$ cat src/rtl/muldiv_sequencer.sv
`default_nettype none
//==============================================================================
// Module   : muldiv_sequencer
// Brief    : Multi-cycle RV32M multiply/divide unit with valid/ready request
//            and response ports. Optional macro MULDIV_EARLY_OUT_EN enables
//            small-dividend early-out and leading-zero skip in the divider.
// Revision : 1.0 - initial release
//==============================================================================
module muldiv_sequencer #(
  parameter int MUL_LATENCY = 2,
  parameter int XLEN        = 32
) (
  input  logic            clk,
  input  logic            rst,
  input  logic            req_valid,
  output logic            req_ready,
  input  logic [2:0]      req_op,
  input  logic [XLEN-1:0] req_rs1,
  input  logic [XLEN-1:0] req_rs2,
  input  logic [4:0]      req_rd,
  input  logic            flush,
  output logic            resp_valid,
  input  logic            resp_ready,
  output logic [XLEN-1:0] resp_data,
  output logic [4:0]      resp_rd,
  output logic            busy
);

  localparam int                  C_CNT_W    = $clog2(XLEN);
  localparam int                  C_LZ_W     = C_CNT_W + 1;
  localparam logic [C_CNT_W-1:0]  C_MUL_LAST = C_CNT_W'((MUL_LATENCY > 1) ? MUL_LATENCY - 2 : 0);
  localparam logic [XLEN-1:0]     C_MIN      = {1'b1, {(XLEN-1){1'b0}}};

  typedef enum logic [2:0] {
    S_IDLE = 3'd0,
    S_MUL  = 3'd1,
    S_DIV  = 3'd2,
    S_FIX  = 3'd3,
    S_DONE = 3'd4
  } state_t;

  state_t               r_state;
  state_t               w_next;

  logic [1:0]           r_op;
  logic [4:0]           r_rd;
  logic [XLEN-1:0]      r_a;
  logic [XLEN-1:0]      r_b;
  logic [XLEN-1:0]      r_dvs;
  logic [XLEN-1:0]      r_rem;
  logic [XLEN-1:0]      r_quo;
  logic [C_CNT_W-1:0]   r_cnt;
  logic                 r_neg_q;
  logic                 r_neg_r;
  logic [XLEN-1:0]      r_data;

  logic                 w_accept;
  logic                 w_sgn;
  logic                 w_div0;
  logic                 w_ovf;
  logic                 w_special;
  logic                 w_early;
  logic [XLEN-1:0]      w_mag_a;
  logic [XLEN-1:0]      w_mag_b;
  logic [XLEN-1:0]      w_special_res;
  logic [1:0]           w_mop;
  logic [XLEN-1:0]      w_ma;
  logic [XLEN-1:0]      w_mb;
  logic                 w_sa;
  logic                 w_sb;
  logic [2*XLEN-1:0]    w_prod;
  logic [XLEN-1:0]      w_mul_res;
  logic [XLEN:0]        w_shift;
  logic [XLEN:0]        w_trial;
  logic [XLEN-1:0]      w_q_fix;
  logic [XLEN-1:0]      w_r_fix;

  assign req_ready  = (r_state == S_IDLE) && !flush && !rst;
  assign busy       = (r_state != S_IDLE);
  assign resp_valid = (r_state == S_DONE);
  assign resp_data  = r_data;
  assign resp_rd    = r_rd;
  assign w_accept   = req_valid && req_ready;

  // Divide-side decode on the raw request; op[0]=0 marks the signed DIV/REM.
  assign w_sgn         = !req_op[0];
  assign w_mag_a       = (w_sgn && req_rs1[XLEN-1]) ? -req_rs1 : req_rs1;
  assign w_mag_b       = (w_sgn && req_rs2[XLEN-1]) ? -req_rs2 : req_rs2;
  assign w_div0        = (req_rs2 == '0);
  assign w_ovf         = w_sgn && (req_rs1 == C_MIN) && (req_rs2 == '1);
  assign w_special     = w_div0 || w_ovf;
  assign w_special_res = w_div0 ? (req_op[1] ? req_rs1 : '1) : (req_op[1] ? '0 : C_MIN);

`ifdef MULDIV_EARLY_OUT_EN
  logic [C_LZ_W-1:0] w_lz;

  always_comb begin
    w_lz = C_LZ_W'(XLEN);
    for (int i = 0; i < XLEN; i++) begin
      if (w_mag_a[i]) w_lz = C_LZ_W'(XLEN - 1 - i);
    end
  end

  assign w_early = (w_mag_a < w_mag_b);
`else
  assign w_early = 1'b0;
`endif

  // The request-side operands feed the multiplier only for single-cycle latency.
  assign w_mop     = (r_state == S_IDLE) ? req_op[1:0] : r_op;
  assign w_ma      = (r_state == S_IDLE) ? req_rs1 : r_a;
  assign w_mb      = (r_state == S_IDLE) ? req_rs2 : r_b;
  assign w_sa      = (w_mop == 2'd1) || (w_mop == 2'd2);
  assign w_sb      = (w_mop == 2'd1);
  assign w_prod    = {{XLEN{w_sa & w_ma[XLEN-1]}}, w_ma} * {{XLEN{w_sb & w_mb[XLEN-1]}}, w_mb};
  assign w_mul_res = (w_mop == 2'd0) ? w_prod[XLEN-1:0] : w_prod[2*XLEN-1:XLEN];

  assign w_shift = {r_rem, r_quo[XLEN-1]};
  assign w_trial = w_shift - {1'b0, r_dvs};
  assign w_q_fix = r_neg_q ? -r_quo : r_quo;
  assign w_r_fix = r_neg_r ? -r_rem : r_rem;

  always_ff @(posedge clk or posedge rst) begin
    if (rst) r_state <= S_IDLE;
    else     r_state <= w_next;
  end

  always_comb begin
    w_next = r_state;
    case (r_state)
      S_IDLE: begin
        if (w_accept) begin
          if (!req_op[2])     w_next = (MUL_LATENCY == 1) ? S_DONE : S_MUL;
          else if (w_special) w_next = S_DONE;
          else if (w_early)   w_next = S_FIX;
          else                w_next = S_DIV;
        end
      end
      S_MUL:   if (r_cnt == C_MUL_LAST) w_next = S_DONE;
      S_DIV:   if (r_cnt == '1)         w_next = S_FIX;
      S_FIX:   w_next = S_DONE;
      S_DONE:  if (resp_ready)          w_next = S_IDLE;
      default: w_next = S_IDLE;
    endcase
    if (flush) w_next = S_IDLE;
  end

  always_ff @(posedge clk or posedge rst) begin
    if (rst) begin
      r_op    <= '0;
      r_rd    <= '0;
      r_a     <= '0;
      r_b     <= '0;
      r_dvs   <= '0;
      r_rem   <= '0;
      r_quo   <= '0;
      r_cnt   <= '0;
      r_neg_q <= 1'b0;
      r_neg_r <= 1'b0;
      r_data  <= '0;
    end else begin
      case (r_state)
        S_IDLE: begin
          if (w_accept) begin
            r_op    <= req_op[1:0];
            r_rd    <= req_rd;
            r_a     <= req_rs1;
            r_b     <= req_rs2;
            r_dvs   <= w_mag_b;
            r_rem   <= '0;
            r_quo   <= w_mag_a;
            r_cnt   <= '0;
            r_neg_q <= w_sgn && (req_rs1[XLEN-1] ^ req_rs2[XLEN-1]);
            r_neg_r <= w_sgn && req_rs1[XLEN-1];
`ifdef MULDIV_EARLY_OUT_EN
            if (req_op[2]) begin
              // Pre-shift the dividend so the first iteration sees its MSB.
              r_cnt <= w_lz[C_CNT_W-1:0];
              r_quo <= w_mag_a << w_lz;
              if (w_early) begin
                r_quo <= '0;
                r_rem <= w_mag_a;
              end
            end
`endif
            if (req_op[2]) begin
              if (w_special) r_data <= w_special_res;
            end else if (MUL_LATENCY == 1) begin
              r_data <= w_mul_res;
            end
          end
        end
        S_MUL: begin
          r_cnt <= r_cnt + 1'b1;
          if (r_cnt == C_MUL_LAST) r_data <= w_mul_res;
        end
        S_DIV: begin
          r_cnt <= r_cnt + 1'b1;
          r_rem <= w_trial[XLEN] ? w_shift[XLEN-1:0] : w_trial[XLEN-1:0];
          r_quo <= {r_quo[XLEN-2:0], ~w_trial[XLEN]};
        end
        S_FIX:   r_data <= r_op[1] ? w_r_fix : w_q_fix;
        default: ;
      endcase
    end
  end

  a_valid_only_in_done: assert property (@(posedge clk) disable iff (rst)
    resp_valid |-> (r_state == S_DONE));

endmodule
`default_nettype wire

$ cat config.mk
export PLATFORM = sky130hd
export DESIGN_NAME = muldiv_sequencer
export DESIGN_NICKNAME = d
export VERILOG_FILES = /design/src/rtl/muldiv_sequencer.sv
export SDC_FILE = /design/constraint.sdc
export NUM_CORES = 2
export LEC_CHECK = 0
export CELL_PAD_IN_SITES_DETAIL_PLACEMENT = 0
export CELL_PAD_IN_SITES_GLOBAL_PLACEMENT = 2
export CORE_MARGIN = 2
export CORE_UTILIZATION = 41
export CTS_CLUSTER_SIZE = 30
export DETAILED_ROUTE_END_ITERATION = 8
export PLACE_DENSITY = 0.88
export RECOVER_POWER = 50
export SLEW_MARGIN = 20
export SYNTH_ARGS = -nofsm -noshare
export SYNTH_HDL_FRONTEND = slang
export SYNTH_SLANG_ARGS = --single-unit
$ cat constraint.sdc
create_clock -name clk -period 11.9 [get_ports clk]
set_input_delay 1.19 -clock clk [delete_from_list [all_inputs] [get_ports clk]]
set_output_delay 1.19 -clock clk [all_outputs]
set_load 0.01 [all_outputs]
Word level (Yosys, flattened, before mapping)
Index checks and enable logic that the tools add are counted.
{"block": "op_classes", "add_sub_neg": 6, "mul": 1, "n_eq_ne": 17, "muxes": 32, "bitwise": 4, "reduce_logical": 27}
{"operator": "$mux W32", "count": 18}
{"operator": "$neg A32 Y32", "count": 4}
{"operator": "$pmux W32 S2", "count": 2}
{"operator": "$pmux W32 S3", "count": 1}
{"operator": "$eq A32 B32 Y1 const B", "count": 2}
{"operator": "$mul A33 B33 Y64", "count": 1}
{"operator": "$sub A33 B32 Y33", "count": 1}
{"operator": "$logic_not A32 Y1", "count": 1}
{"operator": "$mux W3", "count": 7}
{"operator": "$pmux W3 S5", "count": 1}
{"operator": "$pmux W5 S2", "count": 1}
{"operator": "$ne A3 B3 Y1 const B", "count": 3}
{"operator": "$logic_and A1 B1 Y1", "count": 8}
{"operator": "$ne A2 B2 Y1 const B", "count": 4}
{"operator": "$eq A3 B2 Y1 const B", "count": 2}
{"operator": "$reduce_and A2 Y1", "count": 3}
{"operator": "$reduce_bool A3 Y1", "count": 2}
{"operator": "$add A5 B1 Y5 const B", "count": 1}
{"operator": "$eq A5 B5 Y1 const B", "count": 1}
{"operator": "$logic_not A5 Y1", "count": 1}
{"operator": "$mux W5", "count": 1}
{"operator": "$reduce_and A5 Y1", "count": 1}
{"operator": "$reduce_and A4 Y1", "count": 1}
{"operator": "$reduce_bool A2 Y1", "count": 2}
{"operator": "other kinds (14)", "count": 18}
{"block": "totals", "regBits": 209, "input_bits": 77, "out_inout_bits": 40, "elab_cells": 99}

Logic depth before layout (Yosys ltp)
{"block": "depth", "word_depth": 9, "ltp_mapped": 38}

Worst setup path before layout
No wires, ideal clock.
{"block": "synth_path", "path_type": "reg2reg", "startpoint": "register r_state[1]", "endpoint": "register r_data[29] (netlist: resp_data[29])", "arrival_time_ns": 9.531, "t_required_ns": 11.823, "slack_ns": 2.292, "path_stages_with_launch": 37, "n_path_buf": 5, "synth_period_minus_slack_ns": 9.608, "path_cell_list": "dfrtp_1 > buf_2 > nor3_4 > clkbuf_1 > buf_1 > mux2i_1 > ha_1 > nor2_1 > clkbuf_1 > nand2_1 > inv_1 > fa_1 > inv_1 > fa_1 > inv_1 > fa_1 > fa_1 > inv_1 > fa_1 > inv_1 > fa_1 > inv_1 > fa_1 > fa_1 > inv_1 > ha_1 > clkbuf_1 > a21oi_1 > o21bai_1 > a21oi_1 > o21bai_1 > a21o_1 > a21o_1 > a21oi_1 > mux2_2 > o211a_1 > o21ai_1"}
{"block": "synth_between", "elab_chain_cells": 9, "word_cells_on_any_way": 25, "classes_between": "mul: 1; eq/ne: 8; mux: 6; bitwise: 2; reduce/logical: 8"}
{"element": "start, declared", "line": "42", "rtl": "state_t r_state;"}
{"element": "start signal, assigned", "line": "125", "rtl": "else r_state <= w_next;"}
{"element": "$logic_not A3 Y1"}
{"element": "$mux W2", "line": "110", "rtl": "assign w_mop = (r_state == S_IDLE) ? req_op[1:0] : r_op;"}
{"element": "$eq A2 B1 Y1 or $eq A2 B2 Y1 (tied branches)", "line": "113, 114"}
{"element": "$logic_or A1 B1 Y1", "line": "113", "rtl": "assign w_sa = (w_mop == 2'd1) || (w_mop == 2'd2);"}
{"element": "$and A1 B1 Y1", "line": "115", "rtl": "assign w_prod = {{XLEN{w_sa & w_ma[XLEN-1]}}, w_ma} * {{XLEN{w_sb & w_mb[XLEN-1]}}, w_mb};"}
{"element": "$mul A33 B33 Y64", "line": "115"}
{"element": "$mux W32", "line": "116", "rtl": "assign w_mul_res = (w_mop == 2'd0) ? w_prod[XLEN-1:0] : w_prod[2*XLEN-1:XLEN];"}
{"element": "$mux W32", "line": "195", "rtl": "if (r_cnt == C_MUL_LAST) r_data <= w_mul_res;"}
{"element": "$pmux W32 S3", "line": "162", "rtl": "case (r_state)"}
{"element": "end signal, assigned", "line": "189", "rtl": "r_data <= w_mul_res;"}
{"element": "end signal, assigned", "line": "195"}
{"element": "end signal, assigned", "line": "202", "rtl": "S_FIX: r_data <= r_op[1] ? w_r_fix : w_q_fix;"}
{"element": "end, declared", "line": "55", "rtl": "logic [XLEN-1:0] r_data;"}
Several ways; a longest one is shown, not always the timed one. The select of a mux whose other input is x is not followed.
A chain may end at the register's enable or synchronous reset.

Worst setup path in the final report
{"block": "layout_path", "startpoint": "register r_state[1]", "endpoint": "register r_data[21] (netlist: resp_data[21])"}
Same word-level chain as after synthesis.

==> reports/metrics.yaml <==
ant_nets: 0
yosys.area.top_type: "fa_1"
cts_buffers: 29
synth-seq-area-share: 0.0992
critical_path_class: "flip-flop to flip-flop"
std_cell_rows: 131
clkTransAtPathRegs_ps: 60
setup_tns_ps: 0
crit_fanout: 34
die_area_mm2: 0.131
grt_max_degree: 108
dr_total_vias: 44000
synth_commonest_cells: "1,304 x nand2_1, 1,268 x inv_1, 1,126 x fa_1, 400 x nor2_1, 285 x clkbuf_1"
cts_tree: "built"
cp.required_ps: 12450
crit_top_cell: "fa_1"
cts_root_buf: "clkbuf_16"
crit_buf_inv: 7
cap_viol_max_count: 3
synth_nets: 7638
period_share: 0.910
numPortBuffers: 116
cp-start-kind: "flip-flop"
start_util: 0.412
drive_above_1_share: 0.0514
synth_area_mm2: 0.0525
htreeDepth: 1
coreArea_mm2: 0.127
synth.area.top_cells: "fa_1 43%, dfrtp_1 9.9%, nand2_1 9.3%"
drcViolationCount: 0
max_freq_ghz: 0.0924
fp.dieW_um: 362
clk_latency_ps: 640
outcome: "finished, violations left"
yosysTopAreaCellShare: 0.430
clkSinkCount: 208
grt_pass1_wl_mm: 304
via_per_inst: 5.57
finalNetCount: 7664
drt_iter0_markers: 4676
grt_pass1_vias: 44600
async_reset_ff_frac: 1.00
die_h_um: 362
yosysMostFrequentCell: "nand2_1"
rsz0062_at_grt: "no"
drv_slew: 245
setup_viol: 0
grt_usage: 0.317
io-pin-count: 117
cp_data_arrival_time_ps: 11370
final-hold-violation-count: 0
cts_resized: 0
ys_seq_elements: 208
multi_input_area_mm2: 0.0414
wl_mm: 205
crit_path_top_delay_cell: "fa_1"
postCtsSetupBuffers: 0
antenna_found_initial: 9
synth.distinct_cells: 93
synth_edf_count: 0
worst_pin_slew_ps: 5250
yosys_warnings: 0
firstDrtPassIters: 8
post_drt_wl_per_cell_um: 26.0
post-route-min-period_ps: 10830
avgSynthCellArea_um2: 8.49
grt_overflow: 0
seqCellArea_mm2: 0.00520
hpwlAfterDp_mm: 168
worst_setup_path_end_kind: "flip-flop"
relSlewSlack: -2.52
ys.flop_type: "dfrtp_1"
min-delay-path-class: "flip-flop to flip-flop"
critPathTopFamily: "adder cells"
slowest_delay_ps: 590
clockBufferDepth: 3
skew_ps: 59.6
place.gp.congestion: 0.991
violations: "max-capacitance violations, max-slew violations"
area_delta_synth_final_pct: 8.69
syn-instance-count: 6181
fillers: 12700
ctsHoldBuffers: 0
## routing by layer
metal / global-route usage / part of all wire / routed length [um]
met1: 0.434 / 0.41 / 84200
met2: 0.480 / 0.43 / 89000
met5: 0.0104 / 0.0013 / 264
met4: 0.129 / 0.051 / 10500
met3: 0.0768 / 0.10 / 21000
## cells by family after synthesis
group                    after synthesis  share of synthesized area
adder cells (fa/ha/maj)             1380                      0.490
multiplexers                          89                     0.0172
XOR/XNOR                             206                     0.0344
AND/OR/NAND/NOR                     2027                      0.161
flip-flops                           208                     0.0992
buffers and inverters               1589                      0.115
AO/OA/AOI/OAI                        682                     0.0832
## flip-flops by register name (all words and copies together) (netlist names)
register,count
r_a,32
r_b,32
r_cnt,5
r_dvs,31
r_neg_q,1
r_neg_r,1
r_op,2
r_quo,32
r_rem,32
r_state,3
resp_data,32
resp_rd,5
## layout by cell type (no fill, tap or decap), types with 34 or more instances in the layout
master           netlist  layout
o21ai_1               38      34
xnor2_1              115     114
o21ai_0              190     189
inv_1               1268    1267
fa_1                1126    1126
nand2_1             1304    1292
nand3_1               65      65
clkdlybuf4s50_1        0      78
and2_1                47      46
mux2i_1               85      65
ha_1                 254     254
o31ai_1               39      39
nor3_1                37      38
xor2_1                91      91
dlygate4sd3_1          0      38
nor2_1               400     398
a21oi_1              141     141
buf_4                  3     197
dfrtp_1              208     208
## worst reg2reg max path, delay by kind of cell, from the launching register on
family | cells | cell delay, ps
compound gates | 7 | 1640
xor+xnor | 1 | 240
fa+ha+maj | 9 | 4460
buf+inv | 7 | 1820
flops | 1 | 510
mux | 1 | 200
simple gates | 6 | 1940
## worst paths after layout
kind / startpoint / end / slack [ps] / cells past startpoint
min in group asynchronous: rst / r_rem[22]$_DFFE_PP0P_ / 2670 / 2
max in group asynchronous: rst / r_op[1]$_DFFE_PP0P_ / 3930 / 3
worst max register to register: r_state[1]$_DFFE_PP0P_ / resp_data[21]$_DFFE_PP0P_ / 1070 / 31
worst max-delay path: r_state[1]$_DFFE_PP0P_ / resp_data[21]$_DFFE_PP0P_ / 1070 / 31
worst min register to register: resp_rd[1]$_DFFE_PP0P_ / resp_rd[1]$_DFFE_PP0P_ / 480 / 2
worst min-delay path: resp_rd[1]$_DFFE_PP0P_ / resp_rd[1]$_DFFE_PP0P_ / 480 / 2
## per-stage QoR
step	hold slack [ps]	utilization	instance area (um^2)	worst slack (ps)	cells
final	476	0.448	57000	1070	7895
after floorplan	446	-	52500	2290	6181
after detailed placement	462	0.441	56100	1160	7838
after global placement	458	0.441	56100	1210	7838
after global routing	497	0.448	57000	547	7888
after CTS	477	0.448	57000	1490	7887
## area by class of cell
cell class                      instances  area share
Clock inverter                          9     0.00167
Sequential cell                       208      0.0913
Clock buffer                           40      0.0142
Multi-Input combinational cell       4384       0.726
Timing Repair Buffer                  315      0.0464
Tap cell                             1662      0.0365
Inverter                             1269      0.0836
Antenna cell                            8    0.000351
Power is not shown: default switching activity piles up to over one toggle a cycle in this logic, so the estimate is an artifact.
